$ cat src/rtl/ctrl_pipe_hazard_pkg.sv
// Shared types for the control-bundle pipeline: bundle layout, jump and forward encodings.
// The NOP bundle is all zeros, which is also the register reset value.
package ctrl_pipe_hazard_pkg;

   typedef struct packed {
      logic       mem_write;
      logic       mem_read;
      logic       reg_write;
      logic       branch;
      logic [2:0] mem_to_reg;
      logic [1:0] alu_src;
      logic [1:0] jump;
      logic [3:0] alu_op;
   } ctrl_t;

   localparam int CTRL_W = $bits(ctrl_t);

   localparam logic [1:0] JUMP_NONE = 2'b00;

   typedef enum logic [1:0] {
      FWD_REG = 2'b00,
      FWD_MEM = 2'b01,
      FWD_WB  = 2'b10
   } fwd_sel_e;

endpackage

$ cat src/rtl/ctrl_pipe_hazard_stage_reg.sv
// One pipeline bundle register: hold freezes it, bubble loads the all-zero NOP bundle.
module ctrl_pipe_hazard_stage_reg #(
   parameter int W = 8
) (
   input  logic         clk,
   input  logic         rst_n,
   input  logic         hold,
   input  logic         bubble,
   input  logic [W-1:0] d,
   output logic [W-1:0] q
);

   always_ff @(posedge clk or negedge rst_n) begin
      if (!rst_n) begin
         q <= '0;
      end else if (!hold) begin
         q <= bubble ? '0 : d;
      end
   end

endmodule

$ cat src/rtl/ctrl_pipe_hazard.sv
// Carries the ID control bundle through EX/MEM/WB, resolving load-use stalls,
// branch/jump flushes, external freezes and EX operand forwarding.
module ctrl_pipe_hazard
   import ctrl_pipe_hazard_pkg::*;
#(
   parameter int REG_AW = 5,
   parameter int CNT_W  = 16
) (
   input  logic              clk,
   input  logic              rst_n,
   input  logic              ID_cntl_MemWrite,
   input  logic              ID_cntl_MemRead,
   input  logic              ID_cntl_RegWrite,
   input  logic              ID_cntl_Branch,
   input  logic [2:0]        ID_sel_MemToReg,
   input  logic [1:0]        ID_sel_ALUSrc,
   input  logic [1:0]        ID_sel_jump,
   input  logic [3:0]        ID_ALUOp,
   input  logic [REG_AW-1:0] ID_rs1,
   input  logic [REG_AW-1:0] ID_rs2,
   input  logic [REG_AW-1:0] ID_rd,
   input  logic              EX_branch_taken,
   input  logic              ext_stall,
   output logic              EX_cntl_MemWrite,
   output logic              EX_cntl_MemRead,
   output logic              EX_cntl_RegWrite,
   output logic              EX_cntl_Branch,
   output logic [2:0]        EX_sel_MemToReg,
   output logic [1:0]        EX_sel_ALUSrc,
   output logic [1:0]        EX_sel_jump,
   output logic [3:0]        EX_ALUOp,
   output logic [REG_AW-1:0] EX_rs1,
   output logic [REG_AW-1:0] EX_rs2,
   output logic [REG_AW-1:0] EX_rd,
   output logic              MEM_cntl_MemWrite,
   output logic              MEM_cntl_MemRead,
   output logic              MEM_cntl_RegWrite,
   output logic              MEM_cntl_Branch,
   output logic [2:0]        MEM_sel_MemToReg,
   output logic [1:0]        MEM_sel_ALUSrc,
   output logic [1:0]        MEM_sel_jump,
   output logic [3:0]        MEM_ALUOp,
   output logic [REG_AW-1:0] MEM_rs1,
   output logic [REG_AW-1:0] MEM_rs2,
   output logic [REG_AW-1:0] MEM_rd,
   output logic              WB_cntl_MemWrite,
   output logic              WB_cntl_MemRead,
   output logic              WB_cntl_RegWrite,
   output logic              WB_cntl_Branch,
   output logic [2:0]        WB_sel_MemToReg,
   output logic [1:0]        WB_sel_ALUSrc,
   output logic [1:0]        WB_sel_jump,
   output logic [3:0]        WB_ALUOp,
   output logic [REG_AW-1:0] WB_rs1,
   output logic [REG_AW-1:0] WB_rs2,
   output logic [REG_AW-1:0] WB_rd,
   output logic              pc_write,
   output logic              ifid_write,
   output logic              ifid_flush,
   output logic [1:0]        fwd_a,
   output logic [1:0]        fwd_b,
   output logic [CNT_W-1:0]  stall_cnt,
   output logic [CNT_W-1:0]  flush_cnt
);

   localparam int SW = CTRL_W + 3 * REG_AW;
   localparam logic [CNT_W-1:0] CNT_MAX = '1;

   ctrl_t         id_c;
   logic [SW-1:0] id_w, ex_w, mem_w, wb_w;
   logic          flush, load_use, ex_bubble;

   assign id_c = '{mem_write:  ID_cntl_MemWrite, mem_read: ID_cntl_MemRead,
                   reg_write:  ID_cntl_RegWrite, branch:   ID_cntl_Branch,
                   mem_to_reg: ID_sel_MemToReg,  alu_src:  ID_sel_ALUSrc,
                   jump:       ID_sel_jump,      alu_op:   ID_ALUOp};
   assign id_w = {id_c, ID_rs1, ID_rs2, ID_rd};

   ctrl_pipe_hazard_stage_reg #(.W(SW)) u_ex (
      .clk(clk), .rst_n(rst_n), .hold(ext_stall), .bubble(ex_bubble), .d(id_w), .q(ex_w)
   );
   ctrl_pipe_hazard_stage_reg #(.W(SW)) u_mem (
      .clk(clk), .rst_n(rst_n), .hold(ext_stall), .bubble(1'b0), .d(ex_w), .q(mem_w)
   );
   ctrl_pipe_hazard_stage_reg #(.W(SW)) u_wb (
      .clk(clk), .rst_n(rst_n), .hold(ext_stall), .bubble(1'b0), .d(mem_w), .q(wb_w)
   );

   // Stage words share the field order of the output port lists.
   assign {EX_cntl_MemWrite, EX_cntl_MemRead, EX_cntl_RegWrite, EX_cntl_Branch,
           EX_sel_MemToReg, EX_sel_ALUSrc, EX_sel_jump, EX_ALUOp,
           EX_rs1, EX_rs2, EX_rd} = ex_w;
   assign {MEM_cntl_MemWrite, MEM_cntl_MemRead, MEM_cntl_RegWrite, MEM_cntl_Branch,
           MEM_sel_MemToReg, MEM_sel_ALUSrc, MEM_sel_jump, MEM_ALUOp,
           MEM_rs1, MEM_rs2, MEM_rd} = mem_w;
   assign {WB_cntl_MemWrite, WB_cntl_MemRead, WB_cntl_RegWrite, WB_cntl_Branch,
           WB_sel_MemToReg, WB_sel_ALUSrc, WB_sel_jump, WB_ALUOp,
           WB_rs1, WB_rs2, WB_rd} = wb_w;

   assign flush    = (EX_branch_taken & EX_cntl_Branch) | (EX_sel_jump != JUMP_NONE);
   assign load_use = EX_cntl_MemRead & (EX_rd != '0) & ((EX_rd == ID_rs1) | (EX_rd == ID_rs2));

   always_comb begin
      pc_write   = 1'b1;
      ifid_write = 1'b1;
      ifid_flush = 1'b0;
      ex_bubble  = 1'b0;
      if (ext_stall) begin
         pc_write   = 1'b0;
         ifid_write = 1'b0;
      end else if (flush) begin
         ifid_flush = 1'b1;
         ex_bubble  = 1'b1;
      end else if (load_use) begin
         pc_write   = 1'b0;
         ifid_write = 1'b0;
         ex_bubble  = 1'b1;
      end
   end

   always_ff @(posedge clk or negedge rst_n) begin
      if (!rst_n) begin
         stall_cnt <= '0;
         flush_cnt <= '0;
      end else if (!ext_stall) begin
         if (flush) begin
            if (flush_cnt != CNT_MAX) flush_cnt <= flush_cnt + CNT_W'(1);
         end else if (load_use) begin
            if (stall_cnt != CNT_MAX) stall_cnt <= stall_cnt + CNT_W'(1);
         end
      end
   end

   // Younger producer (EX/MEM) wins; x0 is never a forwarding target.
   function automatic fwd_sel_e fwd_pick(input logic [REG_AW-1:0] rs,
                                         input logic mem_rw, input logic [REG_AW-1:0] mem_rd,
                                         input logic wb_rw, input logic [REG_AW-1:0] wb_rd);
      if (mem_rw && (mem_rd != '0) && (mem_rd == rs)) return FWD_MEM;
      if (wb_rw && (wb_rd != '0) && (wb_rd == rs)) return FWD_WB;
      return FWD_REG;
   endfunction

   assign fwd_a = fwd_pick(EX_rs1, MEM_cntl_RegWrite, MEM_rd, WB_cntl_RegWrite, WB_rd);
   assign fwd_b = fwd_pick(EX_rs2, MEM_cntl_RegWrite, MEM_rd, WB_cntl_RegWrite, WB_rd);

endmodule

$ cat config.mk
export PLATFORM = sky130hd
export DESIGN_NAME = ctrl_pipe_hazard
export DESIGN_NICKNAME = d
export VERILOG_FILES = /design/src/rtl/ctrl_pipe_hazard_pkg.sv /design/src/rtl/ctrl_pipe_hazard_stage_reg.sv /design/src/rtl/ctrl_pipe_hazard.sv
export SDC_FILE = /design/constraint.sdc
export NUM_CORES = 1
export LEC_CHECK = 0
export CORE_MARGIN = 2
export CORE_UTILIZATION = 35
export CTS_CLUSTER_DIAMETER = 120
export CTS_CLUSTER_SIZE = 24
export DETAILED_ROUTE_END_ITERATION = 12
export DONT_BUFFER_PORTS = 1
export GPL_TIMING_DRIVEN = 0
export PLACE_DENSITY = 0.52
export SLEW_MARGIN = 20
export SYNTH_ARGS = -nofsm -noshare
export SYNTH_HDL_FRONTEND = slang
export SYNTH_SLANG_ARGS = --single-unit
$ cat constraint.sdc
create_clock -name clk -period 5.8 [get_ports clk]
set_input_delay 1.16 -clock clk [delete_from_list [all_inputs] [get_ports clk]]
set_output_delay 1.16 -clock clk [all_outputs]
set_load 0.005 [all_outputs]
==> impl_metrics.json, run 1 <==
{
  "multi_input_area_sq_um": 2071,
  "grt_setup_unrepaired": "false",
  "ff_latch_area_sq_um": 3053,
  "yosysWarnings": 0,
  "relSlewSlack": 0.5295,
  "synth_area_per_cell_sq_um": 13.55,
  "cp_data_arrival_time_ns": 2.68,
  "required_ns": 4.64,
  "drt_pass1_iterations": 4,
  "pre_cts_ws_ns": 1.923,
  "grt_pass1_wl_um": 20270,
  "clk_pin_slew_ns": 0.05,
  "drtIter0Drc": 149,
  "nNetsFinal": 440,
  "cts_buffers": 17,
  "root_buffer": "clkbuf_16",
  "antenna_cells": 0,
  "drtAntennaViolNets": 0,
  "hold_buffers": 0,
  "grt_start_max_net_pins": 123,
  "die_area_sq_um": 15890,
  "gp_congestion": 0.7478,
  "coreArea_sq_um": 14530,
  "areaGrowthSynthToFinish_pct": 16.67,
  "worstPathCellList": "xor2_1 -> nor3_2 -> a32oi_2 -> nor3b_4 -> buf_4 -> a21oi_1 -> buf_4",
  "syn-num-nets": 421,
  "placed_cell_area_sq_um": 5445,
  "powerDensity_nw_per_um2": 441.7,
  "slowest_stage": "nor3b_4",
  "postCtsSetupBuffers": 0,
  "wirelength_um": 12470,
  "worstPathMaxFanout": 10,
  "clkSinkCount": 122,
  "fin_skew_ns": 0.005619,
  "max_stage_delay_ns": 0.36,
  "num-fill-cells": 1387,
  "ys_seq_elements": 122,
  "crit_top_cell": "buf_4",
  "io-pin-count": 163,
  "ys.flop_type": "dfrtp_1",
  "layout-drive-gt1-share": 0.2452,
  "final_area_sq_um": 6085,
  "via_per_inst": 5.302,
  "fmax_ghz": 0.2606,
  "initial_utilization": 0.3588,
  "drc": 0,
  "syn_inst": 385,
  "io_buffers": 0,
  "cap_violations": 0,
  "max-vdd-ir-drop_mv": 0.1965,
  "finalCritPeriodShare": 0.6617,
  "synth_edf_count": 0,
  "hp-class": "input pin to asynchronous set/reset pin",
  "startpoint_type": "input pin",
  "post-route-min-period_ns": 3.838,
  "hold_viol": 0,
  "layout_common_cells": "dfrtp_1 (122), mux2_2 (62), xnor2_1 (32)",
  "postSynth.asyncResetShare": 1.000,
  "ys_types": 36,
  "dp_hpwl_um": 8890,
  "overflow": 0,
  "num_vias": 3181,
  "grt_usage": 0.1657,
  "antenna_found_initial": 0,
  "fp-row-count": 44,
  "die_h_um": 126.1,
  "finalSetupViolCount": 0,
  "yosysSeqAreaShare": 0.5854,
  "die_w_um": 126.1,
  "clock_insertion_delay_worst_skew_ns": 0.41,
  "status": "completed",
  "reg2reg_slack_ns": 3.39,
  "setup-tns-final_ns": 0,
  "tritoncts": "done",
  "critPathKind": "input pin to output pin",
  "syn_area_sq_um": 5215,
  "max_slew.worst_pin.slew_ns": 0.7015,
  "end_kind": "output pin",
  "cts_buffer_depth": 2,
  "cts_resized": 0,
  "finalWorstSetupSlack_ns": 1.962,
  "htree_levels": 4,
  "routedWlPerCell_um": 20.79,
  "hold_ws_ns": 0.4508,
  "grt_pass1_vias": 3445,
  "power_leakage_uw": 0.002782,
  "slew_viol_final": 0,
  "final_common_cell": "dfrtp_1"
}
==> power by group <==
part | internal [uW] | switching (uW) | leakage [uW]
clock | 775 | 361 | 0.000314
combinational | 188 | 131 | 0.000868
sequential | 1010 | 220 | 0.00160
==> final cells by class <==
| cell class | count | share of cell area |
|---|---|---|
| plain buffers | 15 | 0.01316 |
| clock inverters | 6 | 0.02200 |
| clock buffers | 25 | 0.08308 |
| inverters | 3 | 0.001851 |
| multi-input cells | 245 | 0.3403 |
| well taps | 184 | 0.03784 |
| flip-flops and latches | 122 | 0.5017 |
==> per-layer routing <==
metal	vias to the layer above	GRT usage	wire length, um	share of wire
li1	1441	-	-	-
met1	1610	0.2026	5283	0.42
met2	117	0.2536	5891	0.47
met3	13	0.08156	1107	0.089
met4	0	0.06141	189	0.015
met5	-	0	0	0
==> state kept, by name, indices dropped and copies added (netlist names) <==
register,count
u_wb.q,30
u_ex.q,30
flush_cnt,16
u_mem.q,30
stall_cnt,16
==> cell usage after synthesis (3+ instances only) <==
library cell	n	area (sq um)
or4_1	5	37.54
nand4_1	12	75.07
xor2_1	27	236.5
nor2_1	10	37.54
o21ai_0	4	20.02
and2_1	3	18.77
nor4_1	5	31.28
a22o_1	29	254.0
clkbuf_1	10	37.54
xnor2_1	32	280.3
mux2_2	62	698.2
nand3_1	19	95.09
inv_1	3	11.26
and4_1	3	26.28
and3_1	6	37.54
nand2_1	8	30.03
dfrtp_1	122	3053
==> kinds of logic (layout without fill, tap and decap cells) <==
logic type / after synthesis / in the layout / synth area share
compound gates: 37 / 37 / 0.05926
xor+xnor: 59 / 59 / 0.09909
fa+ha+maj: 2 / 2 / 0.004798
buf+inv: 18 / 49 / 0.01751
flops: 122 / 122 / 0.5854
mux: 63 / 63 / 0.1358
simple gates: 84 / 84 / 0.09813
==> final timing paths <==
kind | start | endpoint | cells past startpoint
worst max-delay path | ID_rs2[3] | pc_write | 7
max in group asynchronous | rst_n | flush_cnt[11] | 0
min in group clk | stall_cnt[6] | stall_cnt[6] | 1
worst min-delay path | rst_n | u_ex.q[18] | 0
worst max register to register | u_ex.q[20] | stall_cnt[13] | 6
worst min register to register | stall_cnt[6] | stall_cnt[6] | 1
==> through the flow <==
| stage | total power [uW] | instances | utilization |
|---|---|---|---|
| 3_5_place_dp | 1578 | 569 | 0.3747 |
| 4_1_cts | 2727 | 600 | 0.4186 |
| 2_1_floorplan | 1451 | 385 | - |
| 5_1_grt | 2832 | 600 | 0.4186 |
| 6_report | 2687 | 600 | 0.4186 |
| 3_3_place_gp | 1563 | 569 | 0.3747 |
==> worst max-delay path: cells and delay by family <==
kind / cells / cell delay (ns)
simple gates: 2 / 0.60
buf+inv: 2 / 0.43
compound gates: 2 / 0.35
xor+xnor: 1 / 0.13
(Power assumes the default switching activity.)
==> run 2: changes to the inputs <==
- ABC_AREA: unset -> 1
- PLACE_DENSITY: 0.52 -> 0.54
- clock period: 5.8 -> 3.3 ns (I/O delays scaled with it)
==> run 2 against run 1 <==
Net effect:
- the flow now finishes with violations (hold timing)
- critical path depth increased by 3
- clock skew increased by 0.0017 ns
- setup slack got worse by 1.6 ns
- register-to-register slack got worse by 2.0 ns
- first-iteration DRC count increased by 58%
- flip-flop and latch count unchanged
- combinational power increased by 54%
- critical path type is now register to output pin
- largest power group unchanged
- highest routed layer unchanged
==> impl_metrics.json, run 2 <==
{
  "failed_checks": "hold timing",
  "setup-tns-final_ns": 0,
  "final_common_cell": "nand2_1",
  "relSlewSlack": 0.6062,
  "grt_pass1_vias": 4711,
  "fin_skew_ns": 0.007367,
  "syn_area_sq_um": 5725,
  "layout-drive-gt1-share": 0.06821,
  "die_area_sq_um": 17400,
  "ff_latch_area_sq_um": 3053,
  "synth_edf_count": 0,
  "pre_cts_ws_ns": 0.6673,
  "muxShareOfSynthArea": 0,
  "crit_path_start": "u_ex.q[2]",
  "antenna_found_initial": 0,
  "tritoncts": "done",
  "layout_common_cells": "nand2_1 (309), dfrtp_1 (122), inv_1 (45)",
  "worstPathMaxFanout": 9,
  "fp-row-count": 46,
  "wirelength_um": 16230,
  "finalSetupViolCount": 0,
  "syn_inst": 701,
  "multi_input_area_sq_um": 2347,
  "num_vias": 4634,
  "synth_compound_area_frac": 0.03824,
  "slew_viol_final": 0,
  "fmax_ghz": 0.3402,
  "synth_top_area_cell": "dfrtp_1",
  "required_ns": 2.64,
  "startpoint_type": "register",
  "root_buffer": "clkbuf_16",
  "io-pin-count": 163,
  "cts_resized": 0,
  "num-fill-cells": 1654,
  "clkSinkCount": 122,
  "power_leakage_uw": 0.003286,
  "yosysSeqAreaShare": 0.5332,
  "utilization": 0.4131,
  "status": "finished, violations left",
  "instances_no_fill": 949,
  "powerDensity_nw_per_um2": 658.3,
  "cts_buffer_depth": 2,
  "cap_violations": 0,
  "hold_viol": 122,
  "areaGrowthSynthToFinish_pct": 15.04,
  "overflow": 0,
  "synth_adder_area_share": 0.004371,
  "gp_congestion": 0.8531,
  "cts_buffers": 17,
  "worstRegToRegCells": 8,
  "netlist_top_cells_count": "nand2_1 (309), dfrtp_1 (122), inv_1 (45)",
  "coreArea_sq_um": 15940,
  "ys_types": 28,
  "grt_usage": 0.1935,
  "initial_utilization": 0.3591,
  "grt_start_max_net_pins": 123,
  "drtAntennaViolNets": 0,
  "synth_top_family_by_area": "simple AND/OR/NAND/NOR gates",
  "nNetsFinal": 756,
  "via_per_inst": 4.883,
  "synth-simple-area-share": 0.2939,
  "ys_seq_elements": 122,
  "yosysMostFrequentCell": "nand2_1",
  "dp_hpwl_um": 11920,
  "reg2reg_from": "flush_cnt[0]",
  "antenna_cells": 0,
  "htree_levels": 4,
  "io_buffers": 0,
  "hp-class": "input pin to asynchronous set/reset pin",
  "yosysWarnings": 0,
  "postSynth.asyncResetShare": 1.000,
  "cp_data_arrival_time_ns": 2.28,
  "finalWorstSetupSlack_ns": 0.3607,
  "drtIter0Drc": 235,
  "grt_setup_unrepaired": "false",
  "post-route-min-period_ns": 2.939,
  "die_h_um": 131.9,
  "routedWlPerCell_um": 17.10,
  "grt_pass1_wl_um": 26390,
  "synth_area_per_cell_sq_um": 8.168,
  "critPathKind": "register to output pin",
  "synth_xor_area_frac": 0.07343,
  "ys_top_cells_by_area": "dfrtp_1 (53%), nand2_1 (20%), xor2_1 (3.8%)",
  "hold_ws_ns": -0.05707,
  "clock_insertion_delay_worst_skew_ns": 0.41,
  "drt_pass1_iterations": 4,
  "end_kind": "output pin",
  "placedCellCount": 917,
  "ys.flop_type": "dfrtp_1",
  "die_w_um": 131.9,
  "postCtsSetupBuffers": 0,
  "max-vdd-ir-drop_mv": 0.3263,
  "top_regs": "u_ex.q (30), u_mem.q (30), u_wb.q (30)",
  "yosysTopAreaCellShare": 0.5332,
  "finalCritPeriodShare": 0.8907,
  "drc": 0,
  "max_slew.worst_pin.slew_ns": 0.5906,
  "clk_pin_slew_ns": 0.06,
  "syn-num-nets": 737
}
-- run 2: cell types whose count changed in the layout (fill, tap and decap cells not counted), sizes merged, moves of 23 or more --
cell   delta
o21ai    +28
nand2   +302
inv      +52
a22o     -29
nor2     +23
mux2     -62
-- run 2: worst paths after layout --
path                           endpoint  slack (ns)
max in group asynchronous  stall_cnt[2]        3.23
setup / recovery               pc_write        0.36
min in group clk             u_ex.q[23]        0.40
setup reg to reg           flush_cnt[7]        1.42
hold reg to reg              u_wb.q[16]        0.50
hold / removal                u_wb.q[9]       -0.06
-- run 2: layout make-up --
| type | count | share of cell area |
|---|---|---|
| plain buffers | 29 | 0.02090 |
| clock buffers | 17 | 0.06459 |
| clock inverters | 15 | 0.02508 |
| inverters | 50 | 0.02850 |
| multi-input cells | 500 | 0.3564 |
| flip-flops and latches | 122 | 0.4635 |
| well taps | 216 | 0.04103 |
-- run 2: cell families (layout without fill, tap and decap cells) --
kind of cell	Yosys count	count (layout)
compound gates	41	41
xor+xnor	48	48
fa+ha+maj	2	2
buf+inv	79	111
flops	122	122
simple gates	409	409
-- run 2: routing by layer --
metal / global-route usage / part of all wire / vias to the layer above
li1: - / - / 2252
met1: 0.2359 / 0.42 / 2228
met2: 0.3067 / 0.46 / 140
met3: 0.08766 / 0.10 / 14
met4: 0.06159 / 0.011 / 0
met5: 0 / 0 / -
-- run 2: power breakdown --
part	internal (uW)	switching, uW	total, uW	leakage, uW
combinational	194	296	490	0.00141
clock	1130	729	1850	0.000289
sequential	1700	294	1990	0.00158
-- run 2: per-stage QoR --
stage / area, sq um / power, uW / hold slack, ns
floorplan: 5725 / 2308 / 0.3644
global placement: 5996 / 2485 / 0.3671
detailed placement: 5996 / 2511 / 0.3671
CTS: 6586 / 4382 / -0.07935
global route: 6586 / 4570 / -0.08711
finish: 6586 / 4336 / -0.05707
-- run 2: critical path, cell delays in order (launching register included) --
cell     delay (ns)
dfrtp_1        0.49
inv_2          0.10
nand2_1        0.07
nand2_1        0.05
nor2_1         0.13
nand3_1        0.11
nand2_2        0.12
nand2_1        0.13
nand2_1        0.29
nand2_1        0.19
buf_4          0.18
